## src/rtl/gate_controller.sv

```systemverilog
// Gate-window sequencer for the frequency-meter edge counter: ARM -> GATE -> SETTLE -> DONE with a valid/ready result.
// Optional counter-wrap detection during the gate is built when GATE_CTRL_OVF_EN is defined; otherwise result_ovf is 0.
module gate_controller #(
   parameter int GW            = 24,
   parameter int SETTLE_CYCLES = 2
) (
   input  logic          clk,
   input  logic          rst_n,
   input  logic          start,
   input  logic          continuous,
   input  logic          abort,
   input  logic [GW-1:0] gate_len,
   input  logic [31:0]   count_in,
   output logic          cnt_en,
   output logic [31:0]   result,
   output logic          result_valid,
   input  logic          result_ready,
   output logic          result_ovf,
   output logic          busy
);

   localparam int SW = $clog2(SETTLE_CYCLES + 1);

   typedef enum logic [2:0] {
      S_IDLE,
      S_ARM,
      S_GATE,
      S_SETTLE,
      S_DONE
   } state_t;

   state_t          state_q;
   logic            cnt_en_q;
   logic [31:0]     result_q;
   logic            result_valid_q;
   logic [GW-1:0]   gate_cnt_q;
   logic [SW-1:0]   settle_cnt_q;
   logic            cont_q;
   logic [GW-1:0]   gate_len_d;

`ifdef GATE_CTRL_OVF_EN
   logic [31:0]     prev_q;
   logic            wrap_q;
   logic            result_ovf_q;
`endif

   // A zero gate length still opens a one-cycle window.
   assign gate_len_d = (gate_len == '0) ? GW'(1) : gate_len;

   always_ff @(posedge clk or negedge rst_n) begin
      if (!rst_n) begin
         state_q        <= S_IDLE;
         cnt_en_q       <= 1'b0;
         result_q       <= '0;
         result_valid_q <= 1'b0;
         gate_cnt_q     <= '0;
         settle_cnt_q   <= '0;
         cont_q         <= 1'b0;
`ifdef GATE_CTRL_OVF_EN
         prev_q         <= '0;
         wrap_q         <= 1'b0;
         result_ovf_q   <= 1'b0;
`endif
      end else begin
         // Enable lags the GATE state by one cycle; abort must drop it at once.
         cnt_en_q <= (state_q == S_GATE) && !abort;
         if (abort) begin
            state_q        <= S_IDLE;
            result_valid_q <= 1'b0;
`ifdef GATE_CTRL_OVF_EN
            wrap_q         <= 1'b0;
            result_ovf_q   <= 1'b0;
`endif
         end else begin
            case (state_q)
               S_IDLE: begin
                  if (start) begin
                     state_q    <= S_ARM;
                     gate_cnt_q <= gate_len_d;
                     cont_q     <= continuous;
                  end
               end
               S_ARM: begin
                  state_q <= S_GATE;
`ifdef GATE_CTRL_OVF_EN
                  wrap_q  <= 1'b0;
                  prev_q  <= count_in;
`endif
               end
               S_GATE: begin
`ifdef GATE_CTRL_OVF_EN
                  if (count_in < prev_q) begin
                     wrap_q <= 1'b1;
                  end
                  prev_q <= count_in;
`endif
                  gate_cnt_q <= gate_cnt_q - GW'(1);
                  if (gate_cnt_q == GW'(1)) begin
                     state_q      <= S_SETTLE;
                     settle_cnt_q <= SW'(SETTLE_CYCLES);
                  end
               end
               S_SETTLE: begin
                  // Counts SETTLE_CYCLES..0 so capture lands SETTLE_CYCLES cycles after cnt_en falls.
                  if (settle_cnt_q == '0) begin
                     state_q        <= S_DONE;
                     result_q       <= count_in;
                     result_valid_q <= 1'b1;
`ifdef GATE_CTRL_OVF_EN
                     result_ovf_q   <= wrap_q;
`endif
                  end else begin
                     settle_cnt_q <= settle_cnt_q - SW'(1);
                  end
               end
               S_DONE: begin
                  if (result_ready) begin
                     result_valid_q <= 1'b0;
`ifdef GATE_CTRL_OVF_EN
                     wrap_q         <= 1'b0;
                     result_ovf_q   <= 1'b0;
`endif
                     if (cont_q) begin
                        state_q    <= S_ARM;
                        gate_cnt_q <= gate_len_d;
                        cont_q     <= continuous;
                     end else begin
                        state_q <= S_IDLE;
                     end
                  end
               end
               default: state_q <= S_IDLE;
            endcase
         end
      end
   end

   assign cnt_en       = cnt_en_q;
   assign result       = result_q;
   assign result_valid = result_valid_q;
   assign busy         = (state_q != S_IDLE);
`ifdef GATE_CTRL_OVF_EN
   assign result_ovf   = result_ovf_q;
`else
   assign result_ovf   = 1'b0;
`endif

endmodule
```

## config.mk

```make
export PLATFORM = sky130hd
export DESIGN_NAME = gate_controller
export DESIGN_NICKNAME = d
export VERILOG_FILES = /design/src/rtl/gate_controller.sv
export SDC_FILE = /design/constraint.sdc
export NUM_CORES = 1
export LEC_CHECK = 0
export ABC_AREA = 1
export CAP_MARGIN = 40
export CELL_PAD_IN_SITES_DETAIL_PLACEMENT = 0
export CELL_PAD_IN_SITES_GLOBAL_PLACEMENT = 1
export CORE_ASPECT_RATIO = 1.2
export CORE_MARGIN = 3
export CORE_UTILIZATION = 40
export DETAILED_ROUTE_END_ITERATION = 7
export DONT_BUFFER_PORTS = 1
export PLACE_DENSITY = 0.74
export SKIP_CTS_REPAIR_TIMING = 1
export SYNTH_ARGS = -nofsm -noshare
export SYNTH_HDL_FRONTEND = slang
export SYNTH_SLANG_ARGS = --single-unit
```

## constraint.sdc

```tcl
create_clock -name clk -period 1.8 [get_ports clk]
set_clock_uncertainty 0.2 [all_clocks]
set_input_delay 0.09 -clock clk [delete_from_list [all_inputs] [get_ports clk]]
set_output_delay 0.09 -clock clk [all_outputs]
set_load 0.03 [all_outputs]
```

==> results of run 1 <==
## through the flow
stage | power (mW) | worst slack [ns] | instances | utilization (%) | area (um2)
final | 7.687 | 0.05830 | 665 | 55.93 | 4920
after global routing | 8.272 | -0.03198 | 665 | 55.93 | 4920
after CTS | 7.370 | 0.02578 | 596 | 47.11 | 4144
after detailed placement | 6.238 | 0.03144 | 580 | 45.15 | 3971
after global placement | 6.185 | 0.03807 | 580 | 45.15 | 3971
after floorplan | 5.287 | 0.1895 | 452 | - | 3695
## sequential cells by signal, summed over array words and instances (netlist names)
| signal | count |
|---|---|
| result | 32 |
| gate_cnt_q | 24 |
| state_q | 3 |
| settle_cnt_q | 2 |
| cnt_en | 1 |
| cont_q | 1 |
| result_valid | 1 |
## synthesized netlist by cell type, drive strengths merged
cell | count | area (um2)
a211o | 1 | 8.760
a21oi | 9 | 45.04
a31oi | 1 | 6.260
and2 | 1 | 6.260
buf | 13 | 91.33
clkbuf | 1 | 3.750
conb | 1 | 3.750
dfrtp | 64 | 1602
ha | 3 | 37.54
inv | 45 | 168.9
mux2 | 32 | 469.2
nand2 | 130 | 490.5
nand3 | 32 | 172.7
nand3b | 2 | 15.01
nand4 | 10 | 62.56
nor2 | 66 | 272.8
nor3 | 1 | 5.000
o211ai | 1 | 7.510
o21a | 8 | 60.06
o21ai | 27 | 138.9
o22ai | 1 | 6.260
o31ai | 2 | 15.01
or2 | 1 | 6.260
## routing by layer
metal  global-route usage (%)  up-vias  wire length [um]
met5                        0        -                 0
met4                    5.973        0               122
met3                    5.092        8               628
met1                    23.15     1556              4318
met2                    30.03      109              5159
li1                         -     1644                 -
## logic make-up (layout without fill, tap and decap cells)
kind of cell / count (synthesis) / in the layout / synth area share [%]
simple gates: 243 / 243 / 27.90
flops: 64 / 64 / 43.35
buf+inv: 59 / 155 / 7.145
compound gates: 50 / 50 / 7.789
mux: 32 / 32 / 12.70
fa+ha+maj: 3 / 3 / 1.016
other cells: 1 / 1 / 0.1015
## area by class of cell
| type | count | area (um2) |
|---|---|---|
| multi-input cells | 329 | 1899 |
| clock buffers | 9 | 123.9 |
| clock inverters | 7 | 48.80 |
| inverters | 45 | 171.4 |
| well taps | 117 | 146.4 |
| fillers | 799 | 3876 |
| repair buffers | 94 | 927.1 |
| flip-flops and latches | 64 | 1603 |
## critical path: cells and delay by family (launching register included)
kind | cells | cell delay [ns]
AND/OR/NAND/NOR | 2 | 0.33
flip-flops | 1 | 0.46
buffers and inverters | 2 | 0.36
AO/OA/AOI/OAI | 2 | 0.31
## power by group
part	leakage [nW]	total, mW	internal, mW	switching [mW]
Clock	0.0889	1.10	0.498	0.603
Sequential	0.813	3.34	2.07	1.27
Combinational	1.52	3.25	1.50	1.75
## final timing paths
path                            slack [ns]  depth (start not counted)                     endpoint                   startpoint
worst max-delay path                  0.06                          6       state_q[1]$_DFFE_PN0P_       state_q[1]$_DFFE_PN0P_
min in group asynchronous             0.07                          2    gate_cnt_q[0]$_DFFE_PN0P_                        rst_n
worst min register to register        0.29                          2  settle_cnt_q[0]$_DFFE_PN0P_  settle_cnt_q[0]$_DFFE_PN0P_
worst max register to register        0.06                          6       state_q[1]$_DFFE_PN0P_       state_q[1]$_DFFE_PN0P_
worst min-delay path                 -0.07                          7    gate_cnt_q[0]$_DFFE_PN0P_                 gate_len[18]
max in group asynchronous             1.00                          2       state_q[0]$_DFFE_PN0P_                        rst_n
==> results.md, run 1 <==
Synthesis:
- The post-synthesis cell type count is 33.
- For this run, the number of Yosys warnings is 0.
- The mapped netlist covers 0.003695 mm2.
- Synthesis handed over a netlist of 452 instances.
- After synthesis, flip-flops and latches occupy 43.35% of the total area.
- A synthesized cell averages 8.174 um2.
- After synthesis the netlist holds a flip-flop and latch count of 64.
- Synthesis produced a netlist with a net count of 517.

Setup path:
- The required time at the endpoint of the critical path is 1.85 ns.
- The critical path goes through nand2_2 -> nor2_4 -> buf_4 -> buf_4 -> o21ai_0 -> o211ai_1.
- For the worst setup path, the data arrival time is 1.80 ns.
- The type of element launching the critical path is a register.
- The maximum cell stage delay along the critical path is 0.46 ns.
- The maximum fanout along the worst path is 10.
- The classification of the worst setup path is register to register.
- The slowest stage cell on the critical path is dfrtp_1.
- The kind of end point of the critical path is a register.
- By instance count, the cell type seen most on the critical path is buf_4.

Clocking:
- The clock tree synthesis step divided the H-tree into 3 levels.
- TritonCTS built the clock tree.
- After clock tree synthesis, the clock-pin slew on the worst setup and hold paths is 0.08 ns.
- In this run, CTS created clock tree buffers numbering 9.
- No sink is reached through more buffers than the 2 on the longest clock path.
- CTS saw 64 sinks.
- The later pin in the worst-skew pair is clocked with a latency of 0.34 ns.
- The root buffer cell chosen for the clock tree is clkbuf_8.

Die:
- The core region is 0.008796 mm2.
- During I/O placement, the number of pins put on the boundary was 98.
- The die is 111.3 um tall.
- In this run the core area contains 37 standard-cell rows.
- The x dimension of the die is 93.74 um.
- The die covers 0.01043 mm2.
- For this configuration, the core starts out at a cell density of 42.01%.

Flow run:
- The count of max-cap constraint violations is 0.

Timing:
- The final sum of negative setup slack is 0 ns.
- The final count of pins violating max slew is 0.
- After layout, the worst path uses 96.76% of the clock period.
- Setup repair after global routing could not meet its margin everywhere.
- The total count of hold-check failures in the final report is 1.
- The final critical-path required period is 1.742 ns.
- Derived from the worst setup path, the maximum achievable clock frequency is 574.2 MHz.
- Across all hold checks on the routed design, the worst slack comes to -0.07018 ns.
- The number of endpoints failing setup at the final stage is 0.

Global route:
- The number of global-route vias before repair is 3,150.
- The first global-routing pass estimated 15,200 um of wire.
- The number of antenna violations at the first check in global routing was 0.
- The overall overflow remaining after global route is 0.
- Global routing used 18.33% of the available tracks across all layers.
- Entering global routing, the biggest net connects 65 pins.

Drt:
- In the final routed layout, each cell accounts on average for 15.38 um.
- The DRC violations left is 0.
- After detailed routing, the total wire length is 10,230 um.
- The total number of vias is 3,317.
- In this run, the number of DRC markers left after iteration 0 of detailed routing was 189.
- The pre-antenna-repair detailed-routing pass consisted of 5 iterations.
- In this run the remaining antenna-violating nets after routing total 0.
- The routed via count divided by cell count is 4.988.

Status:
- The checks that failed: hold timing.
- The run finished, with violations left.

Cells and area:
- The fraction of final layout cells sized beyond drive strength 1 is 20.62%.
- Relative to the synthesized area, the layout overhead comes to 33.15%.
- Leaving out fill and tap cells, the most frequent cells in the layout are 127 x nand2_1, 63 x dfrtp_1, 61 x dlygate4sd3_1, 47 x nor2_1, 41 x inv_1.
- The diode insertion count for antenna repair is 0.
- For this run, the post-layout net count is 608.
- The most common library cell in the layout ignoring fill and taps is nand2_1.

Worst hold path:
- The worst hold path belongs to the class primary input to register.

Power:
- Summed over all cells, the static leakage comes to 2.424 nW.
- The maximum ir drop on the vdd rail is 0.9300 mV.
- In this run the power density over the cells is 1563 mW/mm2.

Place:
- The number of buffers added on ports is 0.
- The sum of net half-perimeters after detailed placement is 7040 um.
- At the end of routability-driven placement, the weighted congestion stood at 0.8421.
Power figures use the tool's default switching activity.
==> run 2: changes to the inputs <==
Settings changed: GPL_TIMING_DRIVEN set to 0.
==> results.md, run 2 (synthesis gave the netlist of run 1 again) <==
Cells and area:
- The count of placed standard cells in the final layout, fillers left out is 651.
- The number of flip-flops in the largest register is 32.
- The area added between synthesis and finish is 32.04%.
- The top cell types in the final layout, fill and taps aside, are 125 x nand2_1, 60 x dfrtp_1, 59 x dlygate4sd3_1, 42 x nor2_1, 39 x inv_1.
- In the final layout, the share of cells above drive strength 1 is 21.16%.
- The filler cells instantiated in the layout total 824.
- The most common library cell in the layout ignoring fill and taps is nand2_1.
- The number of antenna diodes in the final layout is 0.
- The area occupied by registers is 0.001607 mm2.
- The multi-input combinational cells in the finished layout cover a total of 0.001963 mm2.
- The final layout contains 594 nets.

Place:
- Routability-driven placement finished with a final weighted congestion of 0.8395.
- The number of placed instances, taps included, is 569.
- The sum of net half-perimeters after detailed placement is 7220 um.
- Port buffering added 0 buffers.

Status:
- The run finished, with violations left.
- The final reports fail on hold timing.

Drt:
- The post-detailed-route wirelength per cell is 16.17 um.
- The routed via count divided by cell count is 5.055.
- The starting DRC count in detailed routing is 128.
- Summing over every cut layer, the via total after detailed routing is 3,291.
- The final layout contains routed wiring with a total length of 10,530 um.
- The first detailed-routing pass took 4 iterations.
- The DRC violations left is 0.
- Once detail routing completed, the nets flagged for antenna violations numbered 0.

Power:
- The final total power is 7.862 mW.
- The leakage power is 2.373 nW.
- Across the VDD grid, the largest voltage drop is 1.077 mV.
- For this design the ratio of total power to cell area is 1612 mW/mm2.

Setup path:
- Data arrives at the worst endpoint at 1.76 ns.
- Of all nets on the critical path, the largest fanout is 10.
- STA classifies the critical path startpoint as a register.
- At the worst endpoint, the required time is 1.83 ns.
- On the worst path, the slowest cell contributes a delay of 0.42 ns.
- The kind of end point of the critical path is a register.
- The critical path goes through inv_2 -> nand2_4 -> nor2_4 -> nand3_4 -> buf_6 -> mux2_4.
- The slowest stage cell on the critical path is dfrtp_1.
- The classification of the worst setup path is register to register.

Flow run:
- The count of max-cap constraint violations is 0.

Timing:
- Setup repair after global routing could not meet its margin everywhere.
- The final sum of negative setup slack is 0 ns.
- The final count of pins violating max slew was 0.
- The clock period could shrink to 1.726 ns.
- Of the available clock period, the critical path in the final layout requires 95.88%.
- Setup violations remaining at the end of the flow were counted as 0.
- The total count of hold-check failures in the final report was 9.
- The tightest hold path in the finished design has a slack of -0.3687 ns.
- The peak clock frequency supported by timing is 579.5 MHz.

Global route:
- After global routing the overflow that remains totals 0.
- The number of global-route vias before repair was 3,058.
- The first-pass GRT wire length is 15,750 um.
- The overall routing resource usage is 19.26%.
- The maximum number of pins on one net before global-route repair is 65.
- The number of antenna violations at the first check in global routing is 0.

Clocking:
- The H-tree depth is 3.
- The clock passes through at most 2 buffers.
- In this run the clock root is driven by a clkbuf_8.
- After clock tree synthesis, the clock-pin slew on the worst setup and hold paths is 0.08 ns.
- The clock tree from TritonCTS is built.
- At the later pin of the worst-skew pair, clock insertion delay measures 0.34 ns.
- The tree built by TritonCTS fans out to 64 sinks.
- The number of clock buffers inserted by TritonCTS is 9.

Die:
- The number of top-level pins is 98.
- The x dimension of the die is 93.74 um.
- In this run the core area contains 37 standard-cell rows.
- The region available for standard cell placement spans 0.008796 mm2.
- The vertical extent of the die is 111.3 um.
- For this configuration, the core starts out at a cell density of 42.01%.
- The total die area is 0.01043 mm2.

Worst hold path:
- The path class of the lowest-slack min-delay path is primary input to register.
[run 2: cell count changes in the layout (fill, tap and decap cells not counted), sizes merged]
cell,change
buf,-12
clkinv,-5
inv,+3
dlygate4sd3,-2
bufinv,+1
clkinvlp,+1
[run 2: critical path: cells and delay by family, from the launching register on]
family	cells	cell delay, ns
DFF	1	0.42
and+or+nand+nor	3	0.38
muxes	1	0.31
buffers and inverters	2	0.30
[run 2: routing by layer]
| metal | vias to the layer above | track usage, % | wire, um |
|---|---|---|---|
| li1 | 1620 | - | - |
| met1 | 1557 | 23.05 | 4272 |
| met2 | 99 | 33.25 | 5406 |
| met3 | 15 | 5.499 | 652 |
| met4 | 0 | 5.491 | 194 |
| met5 | - | 0 | 0 |
[run 2: where the power goes]
| part | internal (mW) | switching, mW |
|---|---|---|
| registers | 2.07 | 1.30 |
| clock network | 0.656 | 0.651 |
| logic | 1.38 | 1.80 |
| total | 4.11 | 3.75 |
[run 2: through the flow]
step                      cell area (um2)  utilization, %  setup slack, ns
after global placement               3841           43.67          -0.1653
after floorplan                      3695               -           0.1895
after detailed placement             3841           43.67          -0.1541
after global routing                 4878           55.46         -0.03391
after CTS                            4044           45.97          -0.1883
final                                4878           55.46          0.07423
[run 2: final timing paths]
check                      slack [ns]                     endpoint  cells past startpoint                   startpoint
setup / recovery                 0.07        result[8]$_DFFE_PN0P_                      6       state_q[2]$_DFFE_PN0P_
hold / removal                  -0.37       state_q[2]$_DFFE_PN0P_                      1                        abort
setup reg to reg                 0.07        result[8]$_DFFE_PN0P_                      6       state_q[2]$_DFFE_PN0P_
hold reg to reg                  0.28  settle_cnt_q[1]$_DFFE_PN0P_                      2  settle_cnt_q[1]$_DFFE_PN0P_
max in group asynchronous        1.03   gate_cnt_q[19]$_DFFE_PN0P_                      2                        rst_n
min in group asynchronous        0.08    gate_cnt_q[1]$_DFFE_PN0P_                      2                        rst_n
[run 2: final cells by class]
| type | count | share of cell area, % |
|---|---|---|
| Inverter | 45 | 3.514 |
| Multi-Input combinational cell | 329 | 40.24 |
| Clock inverter | 7 | 1.616 |
| Clock buffer | 9 | 2.539 |
| Timing Repair Buffer | 66 | 13.54 |
| Tap cell | 117 | 3.001 |
| Sequential cell | 64 | 32.93 |
| Buffer | 14 | 2.616 |
==> run 3: changes to the inputs <==
Settings changed: ABC_AREA 1 to unset, CORE_ASPECT_RATIO 1.2 to 1.1, PLACE_DENSITY 0.74 to 0.72.
==> results.md, run 3 <==
Status:
- The flow ran to the end, but the final reports show violations.
- The final reports fail on setup timing.

Synthesis:
- The most common cell in the synthesized netlist is dfrtp_1.
- The share of synthesized area in the top cell type comes to 46.92%.
- The synthesized netlist contains 55 unique library cells.
- The synthesis warning total is 0.
- The count of flip-flops with a built-in enable after synthesis is 0.
- The part of the Yosys area used for sequential elements is 46.92%.
- In this run the cell area of the synthesized design comes to 0.003413 mm2.
- The biggest area contributor in the post-synthesis netlist is dfrtp_1.
- After technology mapping, the gate count stands at 332.
- The average cell area after synthesis is 10.28 um2.
- The number of synthesized register bits is 64.
- When the netlist entered floorplanning its net count stood at 397.
- After synthesis, the share of flip-flops with an asynchronous set or reset is 100.0%.
- Ranked by instance count, the synthesized netlist is headed by 64 x dfrtp_1, 35 x mux2_2, 24 x nand2_1.
- After synthesis, the cell types taking the most area are dfrtp_1 47%, mux2_2 12%, mux2i_1 2.9%.
- The prevailing post-synth register cell is dfrtp_1.

Place:
- The total instance count after detailed placement is 440.
- Routability-driven placement finished with a final weighted congestion of 0.8621.
- At the placement stage, the worst setup path has a slack of -0.5434 ns.
- The sum of net half-perimeters after detailed placement is 6449 um.
- Input and output buffers added on the ports amount to 0.
- The placed standard-cell area is 0.003621 mm2.

Drt:
- The first TritonRoute pass finished after 4 iterations.
- After detailed routing, the number of remaining DRC violations is 0.
- The routed via count divided by cell count is 5.685.
- The routed layout has 3,064 vias.
- After detailed routing, the average wire length per cell comes to 19.09 um.
- The starting DRC count in detailed routing is 90.
- The count of antenna-violating nets left after detailed routing is 0.
- The wire length reported by the detailed router is 10,290 um.

Clocking:
- Counting every sink on the clock net gives 64.
- TritonCTS built the clock tree.
- The H-tree was split into 3 levels.
- The number of clock buffers inserted by TritonCTS is 9.
- Clock-pin slew was measured on the worst setup and hold paths at 0.08 ns.
- The clock root buffer is clkbuf_8.
- The clock network latency to the later pin of the worst-skew pair is 0.34 ns.
- The maximum buffer depth of the clock tree is 2.

Die:
- The die covers 0.009679 mm2.
- The number of top-level pins is 98.
- The initial cell density of the core is 42.23%.
- Row generation in the floorplan step produced 34 rows.
- The vertical extent of the die is 102.9 um.
- Measured along the x axis, the die boundary spans 94.08 um.
- The core region is 0.008083 mm2.

Cells and area:
- In the final layout, the share of cells above drive strength 1 is 33.41%.
- The number of antenna diodes in the final layout is 0.
- Cells fill 62.24% of the core in the end.
- The final layout contains 491 nets.
- The count of placed standard cells in the final layout, fillers left out is 539.
- After routing the design area is 0.005031 mm2.
- The number of flip-flops in the largest register is 32.
- Across the whole layout, storage elements account for 0.001605 mm2.
- The number of filler cells placed in the layout is 672.
- In the layout the commonest cells are 61 x dfrtp_1, 61 x dlygate4sd3_1, 34 x mux2_2, 20 x nand2_1, 19 x nor2_1.
- The multi-input combinational cells in the finished layout cover a total of 0.001948 mm2.
- The area added between synthesis and finish is 47.40%.

Timing:
- Derived from the worst setup path, the maximum achievable clock frequency is 454.5 MHz.
- Across all setup checks in the final design, the least slack found is -0.4002 ns.
- After layout, the worst path uses 122.2% of the clock period.
- The final sum of negative setup slack is -4.038 ns.
- Setup violations remaining at the end of the flow were counted as 25.
- The final critical-path required period is 2.200 ns.
- The total count of hold-check failures in the final report is 0.
- The final count of pins violating max slew was 0.
- Setup repair after global routing could not meet its margin everywhere.

Setup path:
- The maximum fanout along the worst path is 5.
- STA classifies the critical path endpoint as a register.
- STA classifies the critical path startpoint as a register.
- In this run the critical register-to-register path is launched from gate_cnt_q[5]$_DFFE_PN0P_.
- The data arrival time at the worst-slack endpoint is 2.24 ns.
- The required time at the endpoint of the critical path is 1.84 ns.
- The end of the worst register-to-register path is gate_cnt_q[20]$_DFFE_PN0P_.
- The critical path is of the register to register type.
- Measured in cells, the most critical reg-to-reg path has a length of 5.
- The setup slack on the worst flop-to-flop path is -0.40 ns.

Global route:
- The number of antenna violations at the first check in global routing came to 0.
- Entering global routing, the biggest net connects 65 pins.
- The first-pass GRT wire length is 13,700 um.
- The number of global-route vias before repair is 2,649.
- The total overflow left after global routing is 0.
- For this run, the total global-route usage over all layers was measured as 18.33%.

Worst hold path:
- The hold-critical path depth is 2.
- The path with the worst hold slack has its endpoint at cnt_en$_DFF_PN0_.
- The startpoint of the worst hold path is abort.
- The min-delay analysis places its worst path in the category primary input to register.

Power:
- The clock network accounts for 24.6% of the total power.
- Combinational cells account for 29.4% of the total power.
- Power spread over the standard cell area amounts to 887.0 mW/mm2.
- The internal portion of total power is 2.843 mW.
- For this design the total switching power over the nets is 1.620 mW.
- IR analysis of the VDD net gives a maximum drop of 0.4673 mV.
- In this run the static leakage power is 2.088 nW.
- In this run, flip-flops and latches consume 46.0% of the power.
- Net switching is 36.29% of the power.

Flow run:
- The count of max-cap constraint violations is 0.
-- run 3: cell types whose count changed after synthesis, moves of 13 or more --
cell     delta
inv_1      -33
nor2_1     -41
nand3_1    -15
nor3_1     +15
mux2_4     -29
o21ai_0    -13
nand2_1   -105
mux2_2     +32
-- run 3: per-stage QoR --
step / total power [mW] / hold WS (ns)
CTS: 4.002 / -0.7785
floorplan: 2.652 / -0.4056
finish: 4.463 / 0.01012
detailed placement: 2.893 / -0.4041
global placement: 2.872 / -0.4042
global route: 4.717 / 0.06549
-- run 3: per-layer routing --
layer / GRT usage [%] / wire length [um] / up-vias
met2: 29.71 / 5147 / 127
met1: 23.69 / 4235 / 1491
met3: 4.380 / 783 / 10
li1: - / - / 1436
met5: 0 / 0 / -
met4: 7.444 / 121 / 0
-- run 3: worst max-delay path by stage --
stage	start	endpoint	slack [ns]	cells after the start
3_3_place_gp	gate_cnt_q[2]$_DFFE_PN0P_	gate_cnt_q[14]$_DFFE_PN0P_	-0.55	5
5_1_grt	gate_cnt_q[5]$_DFFE_PN0P_	gate_cnt_q[20]$_DFFE_PN0P_	-0.46	5
6_report	gate_cnt_q[5]$_DFFE_PN0P_	gate_cnt_q[20]$_DFFE_PN0P_	-0.40	5
2_1_floorplan	gate_cnt_q[12]$_DFFE_PN0P_	gate_cnt_q[20]$_DFFE_PN0P_	-0.25	4
3_5_place_dp	state_q[1]$_DFFE_PN0P_	gate_cnt_q[13]$_DFFE_PN0P_	-0.54	6
4_1_cts	state_q[1]$_DFFE_PN0P_	gate_cnt_q[13]$_DFFE_PN0P_	-0.59	6
-- run 3: power by group through the flow --
stage	Combinational, mW	Sequential, mW	Clock (mW)
after floorplan	0.696	1.96	0
after global placement	0.849	2.02	0
after detailed placement	0.867	2.03	0
after CTS	0.870	2.00	1.13
after global routing	1.43	2.09	1.19
final	1.31	2.05	1.10
-- run 3: cells by family (layout without fill, tap and decap cells) --
kind of cell	count (synthesis)	after routing	synth area share [%]
multiplexers	45	45	14.48
AND/OR/NAND/NOR	128	128	20.71
adder cells (fa/ha/maj)	3	3	1.100
flip-flops	64	64	46.92
other	1	1	0.1099
buffers and inverters	28	127	3.666
AO/OA/AOI/OAI	63	63	13.01
-- run 3: final cells by class --
cell class	instances	area share, %
multi-input combinational	240	38.72
clock inverter	7	0.9450
inverter	8	0.5969
buffer	20	4.949
clock buffer	9	2.462
timing repair buffer	83	17.73
tap	108	2.686
sequential	64	31.91
-- run 3: worst max-delay path: stages (launching register included) --
cell and delay, ns:
dfrtp_2 0.47, nor4_4 0.37, nand4_1 0.25, buf_4 0.21
or4_4 0.51, o311ai_2 0.08
